--- src/rtl/edge_event_logger_pkg.sv ---
// Shared types and default sizing for the edge event logger.
// Record layout, top to bottom: {ts, rise, fall, wrap}.
package edge_event_logger_pkg;

  localparam int CH_DEF       = 4;
  localparam int TS_WIDTH_DEF = 16;
  localparam int DEPTH_DEF    = 8;

  typedef enum logic {
    ARM,
    RUN
  } state_t;

  function automatic int rec_width(input int ch, input int ts_width);
    return ts_width + 2 * ch + 1;
  endfunction

  localparam int REC_W = rec_width(CH_DEF, TS_WIDTH_DEF);

  typedef struct packed {
    logic [TS_WIDTH_DEF-1:0] ts;
    logic [CH_DEF-1:0]       rise;
    logic [CH_DEF-1:0]       fall;
    logic                    wrap;
  } record_t;

endpackage

--- src/rtl/edge_event_logger_fifo.sv ---
// Synchronous record FIFO. The head is read from registered storage, and a push
// into a full FIFO is accepted when a pop happens in the same cycle.
module event_fifo #(
  parameter int WIDTH = 8,
  parameter int DEPTH = 8
) (
  input  logic                     clk,
  input  logic                     rst_n,
  input  logic                     push,
  input  logic                     pop,
  input  logic [WIDTH-1:0]         din,
  output logic [WIDTH-1:0]         dout,
  output logic                     full,
  output logic                     empty,
  output logic [$clog2(DEPTH):0]   level
);

  localparam int AW = $clog2(DEPTH);
  localparam int LW = AW + 1;

  logic [WIDTH-1:0] mem [DEPTH];
  logic [AW-1:0]    wr_ptr;
  logic [AW-1:0]    rd_ptr;
  logic             do_push;
  logic             do_pop;

  assign empty   = (level == '0);
  assign full    = (level == LW'(DEPTH));
  assign do_pop  = pop && !empty;
  assign do_push = push && (!full || do_pop);

  // NOTE: storage is deliberately not reset; only pointers and level are, and
  // dout is forced to zero while empty so nothing stale is ever presented.
  always_ff @(posedge clk) begin
    if (do_push) mem[wr_ptr] <= din;
  end

  always_ff @(posedge clk or negedge rst_n) begin
    if (!rst_n) begin
      wr_ptr <= '0;
      rd_ptr <= '0;
      level  <= '0;
    end else begin
      if (do_push) wr_ptr <= wr_ptr + AW'(1);
      if (do_pop)  rd_ptr <= rd_ptr + AW'(1);
      case ({do_push, do_pop})
        2'b10:   level <= level + LW'(1);
        2'b01:   level <= level - LW'(1);
        default: level <= level;
      endcase
    end
  end

  assign dout = empty ? '0 : mem[rd_ptr];

endmodule

--- src/rtl/edge_event_logger.sv ---
// Edge event logger: detects rising/falling edges on CH signals each cycle and
// queues one timestamped record per active cycle for a valid/ready consumer.
module edge_event_logger
  import edge_event_logger_pkg::*;
#(
  parameter int CH       = CH_DEF,
  parameter int TS_WIDTH = TS_WIDTH_DEF,
  parameter int DEPTH    = DEPTH_DEF
) (
  input  logic                     clk,
  input  logic                     rst_n,
  input  logic                     en,
  input  logic [CH-1:0]            sig,
  input  logic                     clr,
  output logic                     out_valid,
  input  logic                     out_ready,
  output logic [TS_WIDTH-1:0]      out_ts,
  output logic [CH-1:0]            out_rise,
  output logic [CH-1:0]            out_fall,
  output logic                     out_wrap,
  output logic [$clog2(DEPTH):0]   level,
  output logic                     ovf,
  output logic [7:0]               drop_cnt
);

  localparam int REC_WIDTH = rec_width(CH, TS_WIDTH);

  typedef struct packed {
    logic [TS_WIDTH-1:0] ts;
    logic [CH-1:0]       rise;
    logic [CH-1:0]       fall;
    logic                wrap;
  } rec_t;

  state_t              state;
  logic [CH-1:0]       prev;
  logic [TS_WIDTH-1:0] ts;
  logic                wrap_pend;
  logic [CH-1:0]       rise;
  logic [CH-1:0]       fall;
  logic                push_req;
  logic                push;
  logic                pop;
  logic                drop;
  logic                wrap_now;
  logic                full;
  logic                empty;
  rec_t                wr_rec;
  rec_t                rd_rec;

  assign rise     = sig & ~prev;
  assign fall     = ~sig & prev;
  assign push_req = (state == RUN) && en && |(rise | fall);
  assign pop      = out_valid && out_ready;
  assign push     = push_req && (!full || pop);
  assign drop     = push_req && full && !pop;

  // The wrap cycle is the one in which ts reads zero again; the zero seen in
  // ARM straight after reset is not a wrap.
  assign wrap_now = (state == RUN) && (ts == '0);

  assign wr_rec = '{ts: ts, rise: rise, fall: fall, wrap: wrap_pend};

  always_ff @(posedge clk or negedge rst_n) begin
    if (!rst_n) begin
      state <= ARM;
      prev  <= '0;
      ts    <= '0;
    end else begin
      // NOTE: non-blocking assignments so every register samples pre-edge values.
      ts   <= ts + TS_WIDTH'(1);
      prev <= sig;
      case (state)
        ARM:     state <= RUN;
        RUN:     state <= RUN;
        default: state <= ARM;
      endcase
    end
  end

  always_ff @(posedge clk or negedge rst_n) begin
    if (!rst_n) begin
      wrap_pend <= 1'b0;
      ovf       <= 1'b0;
      drop_cnt  <= '0;
    end else begin
      if (wrap_now)  wrap_pend <= 1'b1;
      else if (push) wrap_pend <= 1'b0;

      if (clr) begin
        ovf      <= 1'b0;
        drop_cnt <= '0;
      end else if (drop) begin
        ovf <= 1'b1;
        if (drop_cnt != 8'hFF) drop_cnt <= drop_cnt + 8'd1;
      end
    end
  end

  event_fifo #(
    .WIDTH (REC_WIDTH),
    .DEPTH (DEPTH)
  ) u_fifo (
    .clk   (clk),
    .rst_n (rst_n),
    .push  (push),
    .pop   (pop),
    .din   (wr_rec),
    .dout  (rd_rec),
    .full  (full),
    .empty (empty),
    .level (level)
  );

  assign out_valid = !empty;
  assign out_ts    = rd_rec.ts;
  assign out_rise  = rd_rec.rise;
  assign out_fall  = rd_rec.fall;
  assign out_wrap  = rd_rec.wrap;

endmodule

--- config.mk ---
export PLATFORM = sky130hd
export DESIGN_NAME = edge_event_logger
export DESIGN_NICKNAME = d
export VERILOG_FILES = /design/src/rtl/edge_event_logger_pkg.sv /design/src/rtl/edge_event_logger_fifo.sv /design/src/rtl/edge_event_logger.sv
export SDC_FILE = /design/constraint.sdc
export NUM_CORES = 1
export LEC_CHECK = 0
export BUFFER_PORTS_ARGS = -buffer_cell sky130_fd_sc_hd__clkbuf_2
export CAP_MARGIN = 30
export CORE_AREA = 4 4 123 213
export DETAILED_ROUTE_END_ITERATION = 8
export DIE_AREA = 0 0 127 217
export PLACE_DENSITY = 0.57
export SYNTH_ARGS = -nofsm -noshare
export SYNTH_HDL_FRONTEND = slang
export SYNTH_SLANG_ARGS = --single-unit
--- constraint.sdc ---
create_clock -name clk -period 8.2 [get_ports clk]
set_clock_uncertainty 0.05 [all_clocks]
set_input_delay 1.64 -clock clk [delete_from_list [all_inputs] [get_ports clk]]
set_output_delay 1.64 -clock clk [all_outputs]
set_load 0.02 [all_outputs]
# After elaboration in Yosys (flattened, before gate mapping)
# Memories as Yosys holds them, arrays and structs flattened.
# Cells that the tools add are included.
# op_classes
add_sub_neg	6
n_mul	0
n_div	0
n_lt_le_gt_ge	0
n_eq_ne	4
shift	0
muxes	11
n_bitwise	5
n_reduce_logical	22
# ops
operator	count
two-way mux 25 bit	1
two-way mux 8 bit	3
adder 16 x 1 -> 16 bit, second input constant	1
logical NOT 16 bit	1
logical AND 1 bit	9
adder 8 x 1 -> 8 bit, second input constant	1
AND 4 bit	2
inequality test 8 bit, second input constant	1
NOT 4 bit	2
case mux 4 bit (2 select lines)	1
nonzero test 2 bit	4
adder 3 x 1 -> 3 bit, second input constant	2
two-way mux 1 bit	6
adder 4 x 1 -> 4 bit, second input constant	1
== test 4 bit, second input constant	1
logical NOT 4 bit	1
bitwise OR 4 bit	1
OR reduction 4 bit	1
subtractor 4 x 1 -> 4 bit, second input constant	1
logical NOT 1 bit	3
== test 2 x 1 -> 1 bit, second input constant	1
== test 2 bit, second input constant	1
logical OR 1 bit	2
AND reduction 2 bit	1
# word_totals
reg_bits	41
latch_bits	0
mem_bits_rw	200
mem_bits_ro	0
output_inout_bits	39
n_memories	1
# mem_list
name	words	width	read_ports	rd_clocked_by_memory_dff	wr	line_no	text
u_fifo.mem	8	25	1	0	1	edge_event_logger_fifo.sv:21	logic [WIDTH-1:0] mem [DEPTH];

# Logic depth before layout (Yosys ltp)
# Gate-level depths: netlist of run 1.
# depth
word_depth	9
depth_mapped	12

# Cells and area by module
# Synthesis of run 1 repeated with hierarchy kept, for this count alone.
# unflattened
cells_unflattened	551
hier_area_um2	9865.7
# modules_own_cells
module	instances	cells_per_inst	area_per_inst_um2
event_fifo	1	402	8276.7
edge_event_logger	1	149	1589.0

# Worst setup path after synthesis of run 1
# No wires, ideal clock.
# synth_path
path_kind	input -> register
from	input port sig[3]
to	memory u_fifo.mem[2][0] in the netlist's numbering, enable pin
setup_time_ns	0.479
arrival_ns	5.221
required_ns	7.671
slack_ns	2.449
cell_stages	6
n_path_buf	0
path_cell_list	inv_1 ha_1 nand4_1 o2111a_1 clkinv_1 nor4b_1
# synth_between
elab_chain_cells	9
# synth_lines
element	line_no	text
start, declared	edge_event_logger.sv:13	input logic [CH-1:0] sig,
NOT 4 bit	edge_event_logger.sv:52	assign fall = ~sig & prev;
AND 4 bit	edge_event_logger.sv:52	
bitwise OR 4 bit (*)	edge_event_logger.sv:53	assign push_req = (state == RUN) && en && |(rise | fall);
OR reduction 4 bit (*)	edge_event_logger.sv:53	
logical AND 1 bit (*)	edge_event_logger.sv:53	
logical AND 1 bit (*)	edge_event_logger.sv:55	assign push = push_req && (!full || pop);
logical AND 1 bit (*)	edge_event_logger_fifo.sv:30	assign do_push = push && (!full || do_pop);
two-way mux 1 bit (*)	edge_event_logger_fifo.sv:35	if (do_push) mem[wr_ptr] <= din;
two-way mux 1 bit (not written as such) (*)	edge_event_logger_fifo.sv:35	
end, declared	edge_event_logger_fifo.sv:21	
# Every way passes the cells marked *; elsewhere a longest branch is shown, timed or not.

# Worst setup path after layout of run 1
# layout_path
from	register u_fifo.rd_ptr[0]
to	output port out_wrap
# layout_between
elab_chain_cells	2
# layout_lines
element	line_no	text
start, declared	edge_event_logger_fifo.sv:23	logic [AW-1:0] rd_ptr;
start signal, assigned	edge_event_logger_fifo.sv:45	if (do_pop) rd_ptr <= rd_ptr + AW'(1);
memory read (8 x 25 bit)	-	
two-way mux 25 bit	edge_event_logger_fifo.sv:54	assign dout = empty ? '0 : mem[rd_ptr];
end, declared	edge_event_logger.sv:20	output logic out_wrap,
# No other way between the ends.

==> run summary, run 1 <==
STA classifies the critical path startpoint as a flop. Along the worst hold path, the cell count comes to 2. The number of nets in the synthesized netlist came out at 544. The via count of the first global-routing pass came out at 5195. Average vias per placed instance: 5.25. The final worst-path cycle share was 0.572; the first-pass detailed-route iteration total was 7. The routed design has 19200 um of wire. Subtracting the final worst setup slack from the clock period gives 4.69 ns.

Relative to the synthesized area, the layout overhead comes to 15.1%. For hold timing, the worst endpoint is ovf. At the placement stage, the worst setup path has a slack of 3.92 ns.

After floorplanning, the core was sized to cover 24500 um2. The number of antenna violations at the first check in global routing was 0. The final layout contains 608 nets. The die covers 27600 um2. After synthesis the cells add up to 9660 um2. The congestion estimate from routability-driven global placement came to 0.750. Across all register-to-register paths, the minimum setup slack is 5.35 ns. The run gives 0 as the number of warnings printed during yosys synthesis. The run finished with clean final reports. The power after layout is 3.53 mW, and the critical path data required time is 6.51 ns. The logs give 3 for the buffer levels on the longest clock path and 0 for the number of setup violations in the final report. Dividing the detail-routed wire length by the instance count gives 21.0 um. Capturing point of the worst reg2reg path: u_fifo.level[2]. Vias after detailed routing: 4787. Clock latency on the worst-skew pair, taken at its later pin, is 0.50 ns.

The clock root buffer master was sky130_fd_sc_hd__clkbuf_16. The top cell type's share of synthesized area came out at 0.622. The max-slew headroom at the worst pin is 0.457, and the total placed cells including tap cells is 871. The number of sinks handled by clock tree synthesis is 241, and the antenna diode count is 0. The ratio of cells with drive above 1 in the final layout works out to 0.272.

The synthesized design contains 241 register bits. The CTS buffer count is 22, and the count of distinct cell types in the synthesized netlist is 38. The number of antenna-violating nets in the routed design was 0; the total negative slack for setup checks was 0 ns. The logs give 0 for the number of cells upsized or downsized after cts and 2146 for the number of filler cells placed in the layout. The tools report the number of levels the H-tree was split into as 1. The maximum number of pins on one net before global-route repair is 42. By area the synthesized netlist is led by sky130_fd_sc_hd__edfxtp_1 62%, sky130_fd_sc_hd__mux4_2 12%, sky130_fd_sc_hd__dfrtp_1 11%. The tools report the final cell count without fillers as 911. Synthesis produced 519 cells. The largest total area in the synthesized netlist belongs to sky130_fd_sc_hd__edfxtp_1. The number of endpoints with negative hold slack in the final report is 0.

For the number of hold buffers added after CTS, the log shows 0. The clock transition at the register clock pins on the worst setup and hold paths after CTS is 0.07 ns, and the leakage power total is 3.90 nW. For the count of maximum capacitance violations, the log shows 0. The starting density of the core is 0.394, and the height of the die is 217 um. The post-synthesis average cell area was 18.6 um2.

After global routing the overflow that remains totals 0. After the first detailed-routing iteration, the DRC count stood at 334. For the register area share after synthesis, the log shows 0.728. The tools report the DRC violation count after routing as 0.

The critical path is of the flop to primary output type. VDD sags by at most 0.207 mV. The combined global-route utilization of all metal layers came out at 0.143.

The floorplan has 76 rows. The path category of the worst min-delay check was flop to flop. After routing the design area is 11100 um2.

The smallest setup slack after layout was 3.51 ns; the wire length of the first global-routing pass was 30400 um. TritonCTS built the clock tree. In this run the power density over the cells is 317 nW/um2. The tools report the HPWL after detailed placement as 12000 um.

The floorplan step set the die width to 127 um. The maximum frequency from static timing analysis was 0.213 GHz. 48 I/O pins were placed. For the worst flop-to-flop path, the logic depth is 11. Setup repair after global routing left no endpoint under its margin. The tools report the endpoint arrival time on the critical path as 3.00 ns.

Buffers placed on the I/O ports in this run total 47. The startpoint identified for the worst hold timing path is ovf. The worst setup path is captured at a primary output.

The number of buffers inserted to repair setup after CTS came out at 0. The beginning of the worst register-to-register path is prev[3]. The tools report the post-place instance area as 10400 um2. Leaving out fill and tap cells, the most frequent cell in the layout is sky130_fd_sc_hd__edfxtp_1.

The largest fanout on the critical path was 32; the count of pins over their slew limit was 0. Leaving out fill and tap cells, the most frequent cells in the layout are 200 x sky130_fd_sc_hd__edfxtp_1, 50 x sky130_fd_sc_hd__mux4_2, 47 x sky130_fd_sc_hd__clkbuf_2. The slew of the pin with the lowest slew margin came out at 0.814 ns.
[kinds of logic after synthesis]
family | count (synthesis) | synth area share
flops | 241 | 0.728
simple gates | 108 | 0.0583
mux | 78 | 0.146
buf+inv | 35 | 0.0144
xor+xnor | 23 | 0.0209
compound gates | 17 | 0.0113
fa+ha+maj | 16 | 0.0207
other cells | 1 | 0.000388
[sequential cells by signal (all words and copies together) (netlist names)]
| register | count |
|---|---|
| wrap_pend | 1 |
| u_fifo.mem | 200 |
| state | 1 |
| prev | 4 |
| ovf | 1 |
| u_fifo.rd_ptr | 3 |
| drop_cnt | 8 |
| u_fifo.wr_ptr | 3 |
| u_fifo.level | 4 |
| ts | 16 |
[cells in the mapped netlist, drive strengths merged]
master  count
nor3        5
nand2      17
inv        12
nand4       7
nand2b      4
edfxtp    200
dfrtp      41
o41ai       2
and2        1
nor4        6
conb        1
a21oi       9
o2111a      1
o21ai       1
clkinv      1
a31oi       1
mux4       50
xnor2      14
or3         3
mux2i      26
o31ai       2
nor2b       3
or4         5
ha         16
and3        2
clkbuf     12
buf        10
mux2        2
nor4b       4
nor2       36
xor2        9
and4        4
nor3b       2
nand3       9
o32ai       1
[critical path, stage by stage, from the launching register on]
cell	delay [ns]
sky130_fd_sc_hd__dfrtp_4	0.70
sky130_fd_sc_hd__buf_4	0.61
sky130_fd_sc_hd__mux4_2	0.58
sky130_fd_sc_hd__mux2i_1	0.32
sky130_fd_sc_hd__nor2_1	0.07
sky130_fd_sc_hd__clkbuf_2	0.17
[final cells by class]
type	instances	area, um2	area share
inverters	13	48.8	0.00439
clock buffers	31	646	0.0581
well taps	312	390	0.0351
repair buffers	62	352	0.0316
multi-input cells	243	2530	0.228
flip-flops and latches	241	7040	0.633
clock inverters	9	109	0.00980
[where the power goes]
group,total (mW),internal (mW),switching (mW)
clock network,1.05,0.617,0.430
logic,0.934,0.420,0.514
registers,1.54,1.42,0.124
[stage by stage]
step / hold slack (ns) / util
detailed placement: 0.465 / 0.422
global placement: 0.441 / 0.422
finish: 0.477 / 0.453
global route: 0.514 / 0.453
floorplan: 0.474 / -
CTS: 0.481 / 0.453
[how the worst max path moves through the flow]
stage                startpoint                end  slack [ns]  cells after the start
6_report       u_fifo.rd_ptr[0]           out_wrap        3.51                      5
5_1_grt        u_fifo.rd_ptr[0]           out_wrap        3.31                      5
4_1_cts        u_fifo.rd_ptr[0]           out_wrap        3.42                      5
3_5_place_dp             sig[3]    u_fifo.level[2]        3.92                     13
3_3_place_gp             sig[3]  u_fifo.mem[3][15]        3.61                      8
2_1_floorplan            sig[3]   u_fifo.mem[2][0]        2.45                      6
[per-layer routing]
layer / vias up / routed length [um] / track usage
li1: 2182 / - / -
met1: 2490 / 7170 / 0.164
met2: 92 / 11000 / 0.274
met3: 23 / 663 / 0.0194
met4: 0 / 344 / 0.0404
met5: - / 0 / 0
(Power assumes the default switching activity.)
==> run 2: changes to the inputs <==
--- a/config.mk
+++ b/config.mk
@@ -10,7 +10,7 @@
 export CORE_AREA = 4 4 123 213
 export DETAILED_ROUTE_END_ITERATION = 8
 export DIE_AREA = 0 0 127 217
-export PLACE_DENSITY = 0.57
+export PLACE_DENSITY = 0.59
 export SYNTH_ARGS = -nofsm -noshare
 export SYNTH_HDL_FRONTEND = slang
 export SYNTH_SLANG_ARGS = --single-unit
==> constraint.sdc (replaced) <==
create_clock -name clk -period 3.96 [get_ports clk]
set_clock_uncertainty 0.05 [all_clocks]
set_input_delay 0.792 -clock clk [delete_from_list [all_inputs] [get_ports clk]]
set_output_delay 0.792 -clock clk [all_outputs]
set_load 0.02 [all_outputs]
==> run summary, run 2 (synthesis gave the netlist of run 1 again) <==
The flow ran to the end, and the final reports show no timing, DRC or antenna violations. The tools report the first-pass detailed-route iteration total as 4. The setup path with the least slack is of type flop to primary output. The number of flip-flops under the largest register name is 200. The capturing point of the worst reg2reg path was u_fifo.level[2].

The run gives 0 as the number of antenna violations at the first check in global routing. The length in cells of the worst reg-to-reg path works out to 11. In this run the standard cell core region covers 24500 um2. The starting density of the core was 0.394; the routed length per placed instance was 20.9 um. The largest registers in the layout are u_fifo.mem (200), ts (16), drop_cnt (8).

After detailed routing, the number of vias per cell comes to 5.22. Number of buffers added on ports: 47. The placer congestion estimate was 0.784.

Leaving out fill and tap cells, the most frequent cell in the layout is sky130_fd_sc_hd__edfxtp_1. The via count of the first global-routing pass came out at 5175. The overall die width came out at 127 um.

Setup slack on the worst reg-to-reg path comes out at 1.27 ns. The slowest library cell on the worst path is sky130_fd_sc_hd__dfrtp_4. Wire length of the first global-routing pass: 30600 um. Setup repair after global routing left no endpoint under its margin. At the later pin of the worst-skew pair, clock insertion delay measures 0.49 ns.

Setup violations remaining at the end of the flow were counted as 0. The worst setup path is launched from a flop. The floorplan has 76 rows. The buffer levels on the longest clock path came out at 3. Counting the buffers created by CTS gives 21. In the routed design, unresolved DRC markers number 0. The HPWL after detailed placement is 11600 um.

The height of the die was 217 um; the highest cell delay on the worst timing path was 0.91 ns. The number of levels the H-tree was split into was 1. The path category of the worst min-delay check is primary input to async pin. The cell family contributing the most delay on the critical path is flip-flops. STA classifies the critical path endpoint as a primary output. The growth of design area from synthesis to finish was 14.8%; the number of buffers inserted to repair setup after CTS was 0. The detail route stage leaves a number of antenna-violating nets equal to 0.

The endpoint arrival time on the critical path came out at 2.62 ns. Hold timing on the final database bottoms out at a slack of 0.283 ns. Summing internal, switching and leakage power gives 7.13 mW. The maximum frequency from static timing analysis was 0.288 GHz; the largest fanout on the critical path was 35. The number of buffers and inverters on the critical path works out to 2. The remaining global-route overflow is 0, and the ratio of cells with drive above 1 in the final layout is 0.262.

For the pin with the worst max-slew slack, the measured transition is 0.763 ns. For this design, the sink count on the clock tree is 241. The tools report the first-iteration detailed-routing DRC count as 263.

The floorplan step defined a die boundary enclosing 27600 um2. The clock root buffer master was sky130_fd_sc_hd__clkbuf_16. The combined global-route utilization of all metal layers was 0.143; the final net count was 611. For this block, the routed nets add up to 19100 um of wire. 48 I/O pins were placed. Walking the worst path, the cells encountered are buf_12 -> mux4_2 -> mux2i_1 -> nor2_1 -> clkbuf_2. The tools report the maximum number of pins on one net before global-route repair as 36. TritonCTS built the clock tree. The run gives 0.352 mV as the peak supply drop. Counting flops per register, the top entry is u_fifo.mem.

The number of hold buffers added after CTS is 0. The max-slew headroom at the worst pin was 0.486; the total power per unit cell area was 644 nW/um2. After clock tree synthesis, the clock-pin slew on the worst setup and hold paths is 0.06 ns. The number of endpoints with negative hold slack in the final report was 0; the final period demand of the worst path was 3.47 ns. The count of pins over their slew limit came out at 0.

The final worst-path cycle share is 0.875. In the layout the commonest cells are 200 x sky130_fd_sc_hd__edfxtp_1, 50 x sky130_fd_sc_hd__mux4_2, 47 x sky130_fd_sc_hd__clkbuf_2. In this run the critical register-to-register path is launched from u_fifo.level[2].

Max-cap violations in this run came to 0. Detailed routing inserted a total of 4764 vias. The number of antenna diodes in the final layout is 0. The number of cells upsized or downsized after cts was 0; the critical path data required time was 3.12 ns. The leakage power total is 3.88 nW.
==> run 2: worst reg2reg max path: cells and delay by family (launching register included) <==
kind            cells  cell delay [ns]
xor+xnor            3             0.52
fa+ha+maj           2             0.49
compound gates      1             0.15
buf+inv             1             0.05
simple gates        4             0.85
flops               1             0.44
==> run 2: worst max path at each step <==
stage,endpoint,from,depth (start not counted)
after floorplan,u_fifo.mem[3][0],sig[3],6
after global placement,out_fall[0],u_fifo.rd_ptr[0],5
after detailed placement,u_fifo.level[2],sig[3],13
after CTS,out_fall[0],u_fifo.rd_ptr[0],5
after global routing,out_fall[0],u_fifo.rd_ptr[0],5
final,out_fall[3],u_fifo.rd_ptr[0],5
==> run 2: layout make-up <==
class / count / area [um2]
clock buffers: 31 / 583
clock inverters: 6 / 55.1
fillers: 2131 / 13400
inverters: 13 / 48.8
multi-input cells: 243 / 2560
flip-flops and latches: 241 / 7040
well taps: 312 / 390
repair buffers: 66 / 415
==> run 2: metal layers <==
| layer | wire (um) | global-route usage |
|---|---|---|
| met5 | 0 | 0 |
| met4 | 313 | 0.0347 |
| met3 | 577 | 0.0182 |
| met2 | 10700 | 0.269 |
| met1 | 7510 | 0.171 |
==> run 2: power breakdown <==
group	leakage (nW)	total (mW)	switching, mW	internal, mW
clock	0.309	1.93	0.843	1.09
sequential	2.33	3.26	0.318	2.94
combinational	1.24	1.95	1.03	0.921
==> run 2: metrics by stage <==
| stage | setup slack (ns) | instances | cell area, um2 | TNS, ns | util |
|---|---|---|---|---|---|
| CTS | 0.397 | 912 | 11100 | 0 | 0.452 |
| detailed placement | 0.865 | 875 | 10400 | 0 | 0.426 |
| finish | 0.494 | 912 | 11100 | 0 | 0.452 |
| global placement | 0.945 | 875 | 10400 | 0 | 0.426 |
| global route | 0.259 | 912 | 11100 | 0 | 0.452 |
| floorplan | -0.0352 | 519 | 9680 | -0.928 | - |
==> run 3: changes to the inputs <==
--- a/config.mk
+++ b/config.mk
@@ -7,10 +7,11 @@
 export LEC_CHECK = 0
 export BUFFER_PORTS_ARGS = -buffer_cell sky130_fd_sc_hd__clkbuf_2
 export CAP_MARGIN = 30
-export CORE_AREA = 4 4 123 213
+export CORE_AREA = 4 4 124 215
 export DETAILED_ROUTE_END_ITERATION = 8
-export DIE_AREA = 0 0 127 217
+export DIE_AREA = 0 0 128 219
 export PLACE_DENSITY = 0.59
 export SYNTH_ARGS = -nofsm -noshare
 export SYNTH_HDL_FRONTEND = slang
+export SYNTH_HIERARCHICAL = 1
 export SYNTH_SLANG_ARGS = --single-unit
==> run summary, run 3 <==
The run finished with clean final reports. The largest fanout on the critical path is 30, and the count of pins over their slew limit is 0. In this run the post-CTS setup repair buffer count came out at 0. The DRC violation count after routing was 0; the top-level I/O count was 48. The post-synthesis average cell area was 17.9 um2; the number of nets in the synthesized netlist was 576. The run gives 53 as the maximum number of pins on one net before global-route repair. Yosys printed 6 warnings. Ratio of cells with drive above 1 in the final layout: 0.278. The largest register by flop count was u_fifo/mem. Most area-hungry cell type in the Yosys netlist: sky130_fd_sc_hd__edfxtp_1.

After clock tree synthesis, the repair step resized 0 gates. The growth of design area from synthesis to finish is 15.1%, and the top cell type's share of synthesized area is 0.609. The register with the most flip-flops in the layout has 200 of them. At the pin with the least slew margin, the transition time is 0.607 ns. The via count of the first global-routing pass came out at 5509. The worst-case IR drop observed on VDD is 0.285 mV. Starting density of the core: 0.394. The run gives 50 as the count of distinct cell types in the synthesized netlist. The repair_antennas step left the layout with diodes totalling 0.

The combined global-route utilization of all metal layers was 0.148; the number of antenna violations at the first check in global routing was 0. The aggregate routed wire length was 19800 um. The most frequent standard cell in the layout excluding fill and tap cells is sky130_fd_sc_hd__edfxtp_1. The fraction of power spent switching nets is 0.314, and the proportion of register bits with asynchronous set or reset after synthesis is 0.170. The final period demand of the worst path was 3.49 ns; the netlist area before placement was 9870 um2. For the final cell count without fillers, the log shows 952. The worst setup path is launched from a flop. In this run, synthesis produced a sequential element count of 241. The clock root buffer master is sky130_fd_sc_hd__clkbuf_16. The total placed cells including tap cells was 912; the footprint of the multi-input gates was 2660 um2. The max-slew headroom at the worst pin was 0.595; the placer congestion estimate was 0.791.

The routed layout has 5054 vias. The post-synthesis cell count came out at 551. The most frequently used cell type in the post-synthesis netlist was sky130_fd_sc_hd__edfxtp_1. From left edge to right edge, the die measures 128 um. Power spread over the standard cell area amounts to 661 nW/um2.

After synthesis, the most frequently instantiated cells are 200 x sky130_fd_sc_hd__edfxtp_1, 50 x sky130_fd_sc_hd__mux4_2, 41 x sky130_fd_sc_hd__dfrtp_1. Derived from the worst setup path, the maximum achievable clock frequency is 0.287 GHz. The setup path with the least slack is of type flop to primary output.

The area of the core was 25000 um2. Summed over all cells, the static leakage comes to 4.09 nW. The floorplan step set the die height to 219 um.

For this block, the initial DRC count from the detailed router was 232. Fill cells in the final layout number 2189. TritonCTS built the clock tree.

The combinational share of power came out at 0.298. The final worst-path cycle share works out to 0.880. Setup repair after global routing left no endpoint under its margin.

The wire length of the first global-routing pass was 31900 um; the number of hold buffers added after CTS was 0. The tools report the kind of end point of the critical path as a primary output. Clock latency on the worst-skew pair, taken at its later pin, is 0.50 ns. The critical path data required time came out at 3.12 ns.

For this run, the leading register cell type out of synthesis is sky130_fd_sc_hd__edfxtp_1. The worst hold path belongs to the class primary input to async pin. The total internal power is 5.15 mW, and the number of setup violations in the final report is 0.

For the number of levels the H-tree was split into, the log shows 1. For the number of sinks handled by clock tree synthesis, the log shows 241. The largest registers in the layout are u_fifo/mem (200), ts (16), drop_cnt (8). The fraction of power consumed by the clock network was 0.285. The number of endpoints with negative hold slack in the final report was 0; the total negative slack for setup checks was 0 ns. The net switching component of the power is 2.36 mW. For this run, the post-layout net count is 645. The clock transition at the register clock pins on the worst setup and hold paths after CTS came out at 0.07 ns. The number of antenna-violating nets in the routed design was 0. The number of enable-type register cells in the synthesized netlist is 200. Global routing finished with a remaining overflow of 0. The sequential cell fraction of total power is 0.417, and the buffer levels on the longest clock path is 3. The endpoint arrival time on the critical path was 2.64 ns.

The tool flagged a number of max-cap violations equal to 0. The first-pass detailed-route iteration total is 4, and the number of core rows is 77. In the final layout, flip-flops and latches occupy 7040 um2. The number of cells on the worst reg-to-reg path is 9.

The run gives 0.713 as the register area share after synthesis. The die covers 28000 um2. The average vias per placed instance is 5.31, and the CTS buffer count is 22. In the final routed layout, each cell accounts on average for 20.8 um. Port buffering added 47 buffers. The HPWL after detailed placement came out at 13100 um. In the layout the commonest cells are 200 x sky130_fd_sc_hd__edfxtp_1, 50 x sky130_fd_sc_hd__mux4_2, 47 x sky130_fd_sc_hd__clkbuf_2. Sorting the synthesized cells by area gives the leading types as sky130_fd_sc_hd__edfxtp_1 61%, sky130_fd_sc_hd__mux4_2 11%, sky130_fd_sc_hd__dfrtp_1 10%.
[run 3: cell count changes after synthesis, moves of 4 or more]
| cell | delta |
|---|---|
| sky130_fd_sc_hd__xor2_1 | -5 |
| sky130_fd_sc_hd__buf_1 | -9 |
| sky130_fd_sc_hd__nand4_1 | -4 |
| sky130_fd_sc_hd__and4_1 | -4 |
| sky130_fd_sc_hd__inv_1 | +11 |
| sky130_fd_sc_hd__buf_2 | +13 |
| sky130_fd_sc_hd__nand2_1 | +6 |
| sky130_fd_sc_hd__nor3_2 | +4 |
[run 3: power by group through the flow]
stage	Clock (mW)	Sequential, mW	Combinational, mW
floorplan	0	3.07	1.70
global placement	0	3.18	2.28
detailed placement	0	3.19	2.30
CTS	2.19	3.14	2.31
global route	2.31	3.17	2.45
finish	2.13	3.13	2.24
[run 3: routing by layer]
metal / vias up / track usage / routed length, um
met5: - / 0 / 0
met3: 29 / 0.0185 / 768
met2: 104 / 0.268 / 10900
met1: 2644 / 0.181 / 7580
li1: 2277 / - / -
met4: 0 / 0.0499 / 503
[run 3: stage by stage]
stage | utilization | cell area (um2) | total power, mW | hold slack [ns] | setup slack [ns]
finish | 0.453 | 11400 | 7.50 | 0.181 | 0.473
global route | 0.453 | 11400 | 7.93 | 0.210 | 0.259
CTS | 0.453 | 11400 | 7.64 | 0.183 | 0.360
detailed placement | 0.424 | 10600 | 5.49 | 0.419 | 0.556
global placement | 0.424 | 10600 | 5.46 | 0.415 | 0.634
floorplan | - | 9880 | 4.77 | 0.436 | 0.207
[run 3: cells by family after synthesis]
family / Yosys count / share of synthesized area
other: 1 / 0.000380
multiplexers: 80 / 0.145
XOR/XNOR: 18 / 0.0160
buffers and inverters: 48 / 0.0214
AO/OA/AOI/OAI: 32 / 0.0221
flip-flops: 241 / 0.713
AND/OR/NAND/NOR: 115 / 0.0615
adder cells (fa/ha/maj): 16 / 0.0211
[run 3: worst paths after layout]
kind	start	to	slack, ns
min	rst_n	u_fifo/level[0]	0.18
max	u_fifo/rd_ptr[0]	out_ts[7]	0.47
min in group clk	sig[3]	prev[3]	0.39
min reg2reg	u_fifo/rd_ptr[2]	u_fifo/rd_ptr[2]	0.43
max reg2reg	u_fifo/level[0]	u_fifo/mem[2][17]	0.88
max in group asynchronous	rst_n	ts[7]	2.96
[run 3: layout make-up]
type	count	share of cell area
timing repair buffer	69	0.0386
inverter	24	0.00793
multi-input combinational	262	0.234
sequential	241	0.620
clock buffer	24	0.0510
tap	316	0.0348
clock inverter	16	0.0137
[run 3: worst max-delay path, stage by stage (launching register included)]
cell	delay, ns
sky130_fd_sc_hd__dfrtp_4	0.81
sky130_fd_sc_hd__buf_4	0.32
sky130_fd_sc_hd__mux4_2	0.51
sky130_fd_sc_hd__mux2i_1	0.25
sky130_fd_sc_hd__nor2_1	0.07
sky130_fd_sc_hd__clkbuf_2	0.17
